## config.mk

```make
export PLATFORM = sky130hd
export DESIGN_NAME = mem_arbiter_nch
export DESIGN_NICKNAME = d
export VERILOG_FILES = /design/src/rtl/mem_arbiter_nch.sv
export SDC_FILE = /design/constraint.sdc
export NUM_CORES = 1
export LEC_CHECK = 0
export ABC_CLOCK_PERIOD_IN_PS = 2100
export CORE_AREA = 2 2 543 545
export CTS_CLUSTER_SIZE = 25
export DETAILED_ROUTE_END_ITERATION = 16
export DIE_AREA = 0 0 545 547
export PLACE_DENSITY = 0.3
export SYNTH_ARGS = -nofsm -noshare
export SYNTH_HDL_FRONTEND = slang
export SYNTH_SLANG_ARGS = --single-unit
```

## constraint.sdc

```tcl
create_clock -name clk -period 2.1 [get_ports clk]
set_input_delay 0.21 -clock clk [delete_from_list [all_inputs] [get_ports clk]]
set_output_delay 0.21 -clock clk [all_outputs]
set_load 0.05 [all_outputs]
```

## src/rtl/mem_arbiter_nch.sv

```systemverilog
`default_nettype none
// ---------------------------------------------------------------------------
// mem_arbiter_nch : NUM_CH cache-line clients onto one memory port, fixed-priority or round-robin. Rev 1.0
// ---------------------------------------------------------------------------
module mem_arbiter_nch #(
  parameter int NUM_CH  = 2,
  parameter int ADDR_W  = 32,
  parameter int LINE_W  = 256,
  parameter bit RR_MODE = 1'b1
) (
  input  logic                     clk,
  input  logic                     reset_n,
  input  logic [NUM_CH*ADDR_W-1:0] req_address,
  input  logic [NUM_CH-1:0]        req_read,
  input  logic [NUM_CH-1:0]        req_write,
  input  logic [NUM_CH*LINE_W-1:0] req_wdata,
  output logic [LINE_W-1:0]        req_rdata,
  output logic [NUM_CH-1:0]        req_resp,
  output logic [ADDR_W-1:0]        pmem_address,
  output logic [LINE_W-1:0]        pmem_wdata,
  output logic                     pmem_read,
  output logic                     pmem_write,
  input  logic [LINE_W-1:0]        pmem_rdata,
  input  logic                     pmem_resp,
  output logic                     arbiter_idle
);

  localparam int IDX_W = $clog2(NUM_CH);

  localparam logic [1:0] S_IDLE = 2'd0;
  localparam logic [1:0] S_BUSY = 2'd1;
  localparam logic [1:0] S_GAP  = 2'd2;

  logic [1:0]        r_state;
  logic [1:0]        w_next_state;
  logic [IDX_W-1:0]  r_grant;
  logic [IDX_W-1:0]  r_ptr;
  logic [IDX_W-1:0]  w_winner;
  logic [IDX_W-1:0]  w_win_hi;
  logic [IDX_W-1:0]  w_win_any;
  logic              w_hit_hi;
  logic [NUM_CH-1:0] w_valid;
  logic              w_take;
  logic [ADDR_W-1:0] r_addr;
  logic [LINE_W-1:0] r_wdata;
  logic              r_op_write;

  assign w_valid = req_read | req_write;
  assign w_take  = (r_state == S_IDLE) && (|w_valid);

  // Lowest valid index above the pointer, else lowest valid overall: a wrapped scan from ptr+1.
  always_comb begin
    w_win_any = '0;
    w_win_hi  = '0;
    w_hit_hi  = 1'b0;
    for (int i = NUM_CH - 1; i >= 0; i--) begin
      if (w_valid[i]) begin
        w_win_any = IDX_W'(i);
        if (i > int'(r_ptr)) begin
          w_win_hi = IDX_W'(i);
          w_hit_hi = 1'b1;
        end
      end
    end
    w_winner = (RR_MODE && w_hit_hi) ? w_win_hi : w_win_any;
  end

  always_ff @(posedge clk or negedge reset_n) begin
    if (!reset_n) begin
      r_state <= S_IDLE;
    end else begin
      r_state <= w_next_state;
    end
  end

  always_comb begin
    w_next_state = r_state;
    case (r_state)
      S_IDLE:  if (|w_valid) w_next_state = S_BUSY;
      S_BUSY:  if (pmem_resp) w_next_state = S_GAP;
      S_GAP:   w_next_state = S_IDLE;
      default: w_next_state = S_IDLE;
    endcase
  end

  always_ff @(posedge clk or negedge reset_n) begin
    if (!reset_n) begin
      r_grant    <= '0;
      r_ptr      <= IDX_W'(NUM_CH - 1);
      r_addr     <= '0;
      r_wdata    <= '0;
      r_op_write <= 1'b0;
    end else if (w_take) begin
      r_grant    <= w_winner;
      if (RR_MODE) r_ptr <= w_winner;
      r_addr     <= req_address[int'(w_winner)*ADDR_W +: ADDR_W];
      r_wdata    <= req_wdata[int'(w_winner)*LINE_W +: LINE_W];
      // Read and write together on one channel resolves to a write.
      r_op_write <= req_write[w_winner];
    end
  end

  always_comb begin
    pmem_read  = 1'b0;
    pmem_write = 1'b0;
    req_resp   = '0;
    if (r_state == S_BUSY) begin
      pmem_read  = ~r_op_write;
      pmem_write = r_op_write;
      if (pmem_resp) req_resp[r_grant] = 1'b1;
    end
  end

  assign pmem_address = r_addr;
  assign pmem_wdata   = r_wdata;
  assign req_rdata    = pmem_rdata;
  assign arbiter_idle = (r_state == S_IDLE) && !(|w_valid);

endmodule
`default_nettype wire

```

# Word-level counts from Yosys, hierarchy flattened
# Index checks and enable logic that the tools add are counted.
op_classes:
  n_lt_le_gt_ge: 4
  n_eq_ne: 3
  shift: 2
  mux: 16
  n_bitwise: 2
  n_reduce_logical: 7
op_table:
  columns: ["cell", "count"]
  rows:
  - ["$shiftx 512x10->256", 1]
  - ["$shiftx 64x7->32", 1]
  - ["$mux 1", 10]
  - ["$mux 2", 4]
  - ["$lt 1x2->1 const B", 2]
  - ["$pmux 2 s2", 1]
  - ["$logic_and 1x1->1", 3]
  - ["$eq 2x1->1 const B", 1]
  - ["$logic_not 2->1", 1]
  - ["$ne 2x1->1 const B", 1]
  - ["$ne 2x2->1 const B", 1]
  - ["$or 2x2->2", 1]
  - ["$reduce_and 2->1", 1]
  - ["$reduce_or 2->1", 1]
  - ["$demux 1 s1", 1]
  - ["$ge 1x1->1 const B", 1]
  - ["$gt 1x1->1 const A", 1]
  - ["$logic_not 1->1", 1]
  - ["$not 1->1", 1]
totals:
  ff_bits: 293
  inputBits: 839
  out_inout_bits: 549
  elab_cells: 40

# Logic depth before layout (Yosys ltp)
logic_depth:
  word_depth: 6
  depth_mapped: 6
  depth_no_buf: 3

# Worst setup path before layout
# Ideal clock, no wire load.
synth_path:
  kind: "input to output"
  from: "input port req_write[0]"
  to: "output port arbiter_idle"
  arrival_time_ns: 2.156
  t_required_ns: 1.890
  path_slack_ns: -0.266
  path_stages: 4
  path_buffers: 2
  cell_sequence: "or4_1 buf_2 clkbuf_1 nor3_1"
synth_between:
  elab_chain_len: 4
synth_rtl:
  columns: ["item", "line_no", "rtl"]
  rows:
  - ["from (decl)", "15", "input logic [NUM_CH-1:0] req_write,"]
  - ["$or 2x2->2", "48", "assign w_valid = req_read | req_write;"]
  - ["$reduce_or 2->1", "117", "assign arbiter_idle = (r_state == S_IDLE) && !(|w_valid);"]
  - ["$logic_not 1->1", "117", null]
  - ["$logic_and 1x1->1", "117", null]
  - ["to (decl)", "25", "output logic arbiter_idle"]
# Every way passes these cells.

# Worst setup path after layout
layout_path:
  from: "register r_state[1]"
  to: "output port req_resp[0]"
layout_between:
  elab_chain_len: 2
layout_rtl:
  columns: ["item", "line_no", "rtl"]
  rows:
  - ["from (decl)", "34", "logic [1:0] r_state;"]
  - ["from (signal assigned)", "72", "r_state <= w_next_state;"]
  - ["$eq 2x1->1", "107", "if (r_state == S_BUSY) begin"]
  - ["$mux 2", "107", null]
  - ["to (decl)", "18", "output logic [NUM_CH-1:0] req_resp,"]
# Every way passes these cells.

==> impl_metrics.yaml <==
synthesis:
  ys_warn_count: 0
  synthArstFlopShare_pct: 100
  synth_seq_cells: 293
  yosysTopAreaCellShare_pct: 44.0
  postSynthCellCount: 1946
  synthTopCellsByArea: "dfrtp_1 44%, buf_4 12%, a31oi_1 11%"
  synth_area_per_cell_um2: 8.54
  synthesis.nets: 2785
  synth_flop_cell: "dfrtp_1"
  yosys-top-cells-count: "292 x dfrtp_1, 288 x a21oi_1, 288 x a31oi_1, 288 x nand3_1, 287 x o21ai_0"
  yosysMostFrequentCell: "dfrtp_1"
  synth_cell_types: 25
  yosysTopAreaCell: "dfrtp_1"
  synth_edf_count: 0
  synth_area_um2: 16600
  synth-seq-area-share_pct: 44.1
layout:
  area_growth_pct: 84.0
  num-nets-final: 3436
  fillers: 33900
  fin_util_pct: 10.5
  regArea_um2: 7340
  final_area_um2: 30600
  multi_input_area_um2: 6340
  finalNonFillerCells: 6572
  drive_gt1_share_pct: 14.7
hold_path:
  hold_path_class: "input pin to flop"
  min_to: "pmem_address[8]"
  hold_start: "req_address[8]"
  hold_depth: 3
floorplan:
  core_um2: 293000
  start_util_pct: 5.68
  rows: 199
  die-area_um2: 298000
  die_x_um: 545
  fp.dieH_um: 547
  num_io_pins: 1388
clocking:
  root_buffer: "clkbuf_16"
  clkLatencyLatePin_ns: 0.67
  cts_buffers: 46
  clk_path_buf_depth: 3
  clock-sinks: 293
  cts_tree: "done"
  clkSlewWorstSetupHoldPaths_ns: 0.06
  cts-htree-levels: 2
placed_design:
  place_ws_ns: -0.330
  dp_hpwl_um: 144000
  dp_cells: 6464
  port_buffers: 875
  place_area_um2: 29300
  gp_congestion: 0.800
sta:
  finalMaxSlewViolations: 0
  tns_ns: 0
  finalWorstSetupSlack_ns: 0.163
  worst_pin_slew_ns: 0.691
  fin_crit_sh_pct: 92.2
  finClkSkew_ns: 0.0446
  fmax_mhz: 516
  timing.hold.ws_ns: 0.118
  setup_viol: 0
  rsz0062_at_grt: "no"
  finalCriticalPeriod_ns: 1.94
  hold_violations: 0
  slew_headroom_pct: 53.9
detailed_routing:
  routed_via_density: 2.91
  drc: 0
  highest_layer: "met5"
  m1WireLength_um: 60600
  firstDrtPassIters: 5
  met2WireLength_um: 81100
  ant_nets: 0
  drt_iter0_drc: 1085
  wl_per_cell_um: 26.3
  drt_wl_total_um: 173000
  vias: 19100
  route.met3.wl_um: 20400
global_routing:
  grt_usage_pct: 11.1
  grt_pass1_vias: 19900
  antenna_found_initial: 104
  overflow: 0
  grt_pass1_wl_um: 217000
  grt_max_degree: 52
setup_path:
  path_max_fanout: 3
  crit_path_end_kind: "primary output"
  r2r_end: "pmem_wdata[219]"
  required_ns: 1.89
  worstPathArrival_ns: 1.73
  r2r-start: "r_state[1]"
  crit_path_start_kind: "flop"
  worstSetupPathType: "flop to primary output"
  worst-r2r-cell-count: 6
  reg2reg_slack_ns: 0.21
outcome:
  status: "finished clean"
power:
  total_power_mw: 48.9
  ir_worst_vdd_uv: 731
  power_density_nw_per_um2: 1600
  leakage_nw: 10.6
flow_run:
  max-cap-violations: 0
layout make-up:
class | count | share of cell area, %
repair buffers | 1081 | 34.2
clock buffers | 68 | 4.36
clock inverters | 14 | 0.466
flip-flops and latches | 293 | 24.0
multi-input cells | 1175 | 20.7
well taps | 3919 | 16.0
diodes | 22 | 0.180
registers in the layout, indices dropped and copies added (netlist names):
name / count
pmem_wdata: 256
pmem_address: 32
r_state: 2
r_grant: 1
r_op_write: 1
r_ptr: 1
repair_timing:
action / CTS / global route
hold endpoints to repair: 102 / 0
hold buffers: 2 / 0
buffers inserted: 3 / 0
gates resized for setup: 206 / 0
endpoints found under the setup margin: 199 / 0
kinds of logic (layout without fill, tap and decap cells):
| kind of cell | Yosys count | after routing | synth area share, % |
|---|---|---|---|
| multiplexers | 3 | 3 | 0.271 |
| flip-flops | 293 | 293 | 44.1 |
| other | 0 | 22 | 0 |
| AND/OR/NAND/NOR | 303 | 303 | 9.16 |
| buffers and inverters | 478 | 1163 | 18.0 |
| AO/OA/AOI/OAI | 869 | 869 | 28.4 |
placed cells by master (no fill, tap or decap), types with 3 or more instances in the layout:
master,instances
o21ai_0,287
nor2_1,3
clkbuf_8,8
dfrtp_1,290
clkbuf_16,47
clkbuf_1,13
dlygate4sd2_1,195
diode_2,22
a31oi_1,288
clkinv_2,5
clkinvlp_4,3
buf_4,248
nand3_1,288
buf_12,51
mux2_4,3
clkdlybuf4s50_1,581
a21oi_1,288
critical path, cell delays in order (launching register included):
cell     delay [ns]
dfrtp_2        0.42
nor2b_2        0.13
and2_1         0.15
nor2b_1        0.16
buf_6          0.18
worst max path at each step:
| stage | startpoint | endpoint | slack, ns | cells after the start |
|---|---|---|---|---|
| CTS | pmem_wdata[171] | pmem_wdata[171] | 0.03 | 1 |
| finish | r_state[1] | req_resp[0] | 0.16 | 4 |
| floorplan | req_write[0] | arbiter_idle | 0.16 | 4 |
| global route | r_state[1] | req_resp[0] | 0.006 | 4 |
| detailed placement | req_write[0] | pmem_wdata[15] | -0.33 | 7 |
| global placement | req_write[0] | pmem_wdata[15] | -0.34 | 7 |
per-layer routing:
metal  global-route usage (%)  up-vias
met5                        0        -
met4                     5.86       66
met3                     5.45      499
met2                     18.7      981
met1                     11.3     9330
li1                         -     8242
report_power, final:
group | internal [mW] | switching, mW | leakage [nW]
Combinational | 8.56 | 21.5 | 6.63
Sequential | 8.63 | 2.21 | 3.28
Clock | 4.62 | 3.39 | 0.718
No activity file was read; power rests on OpenSTA's default activity.
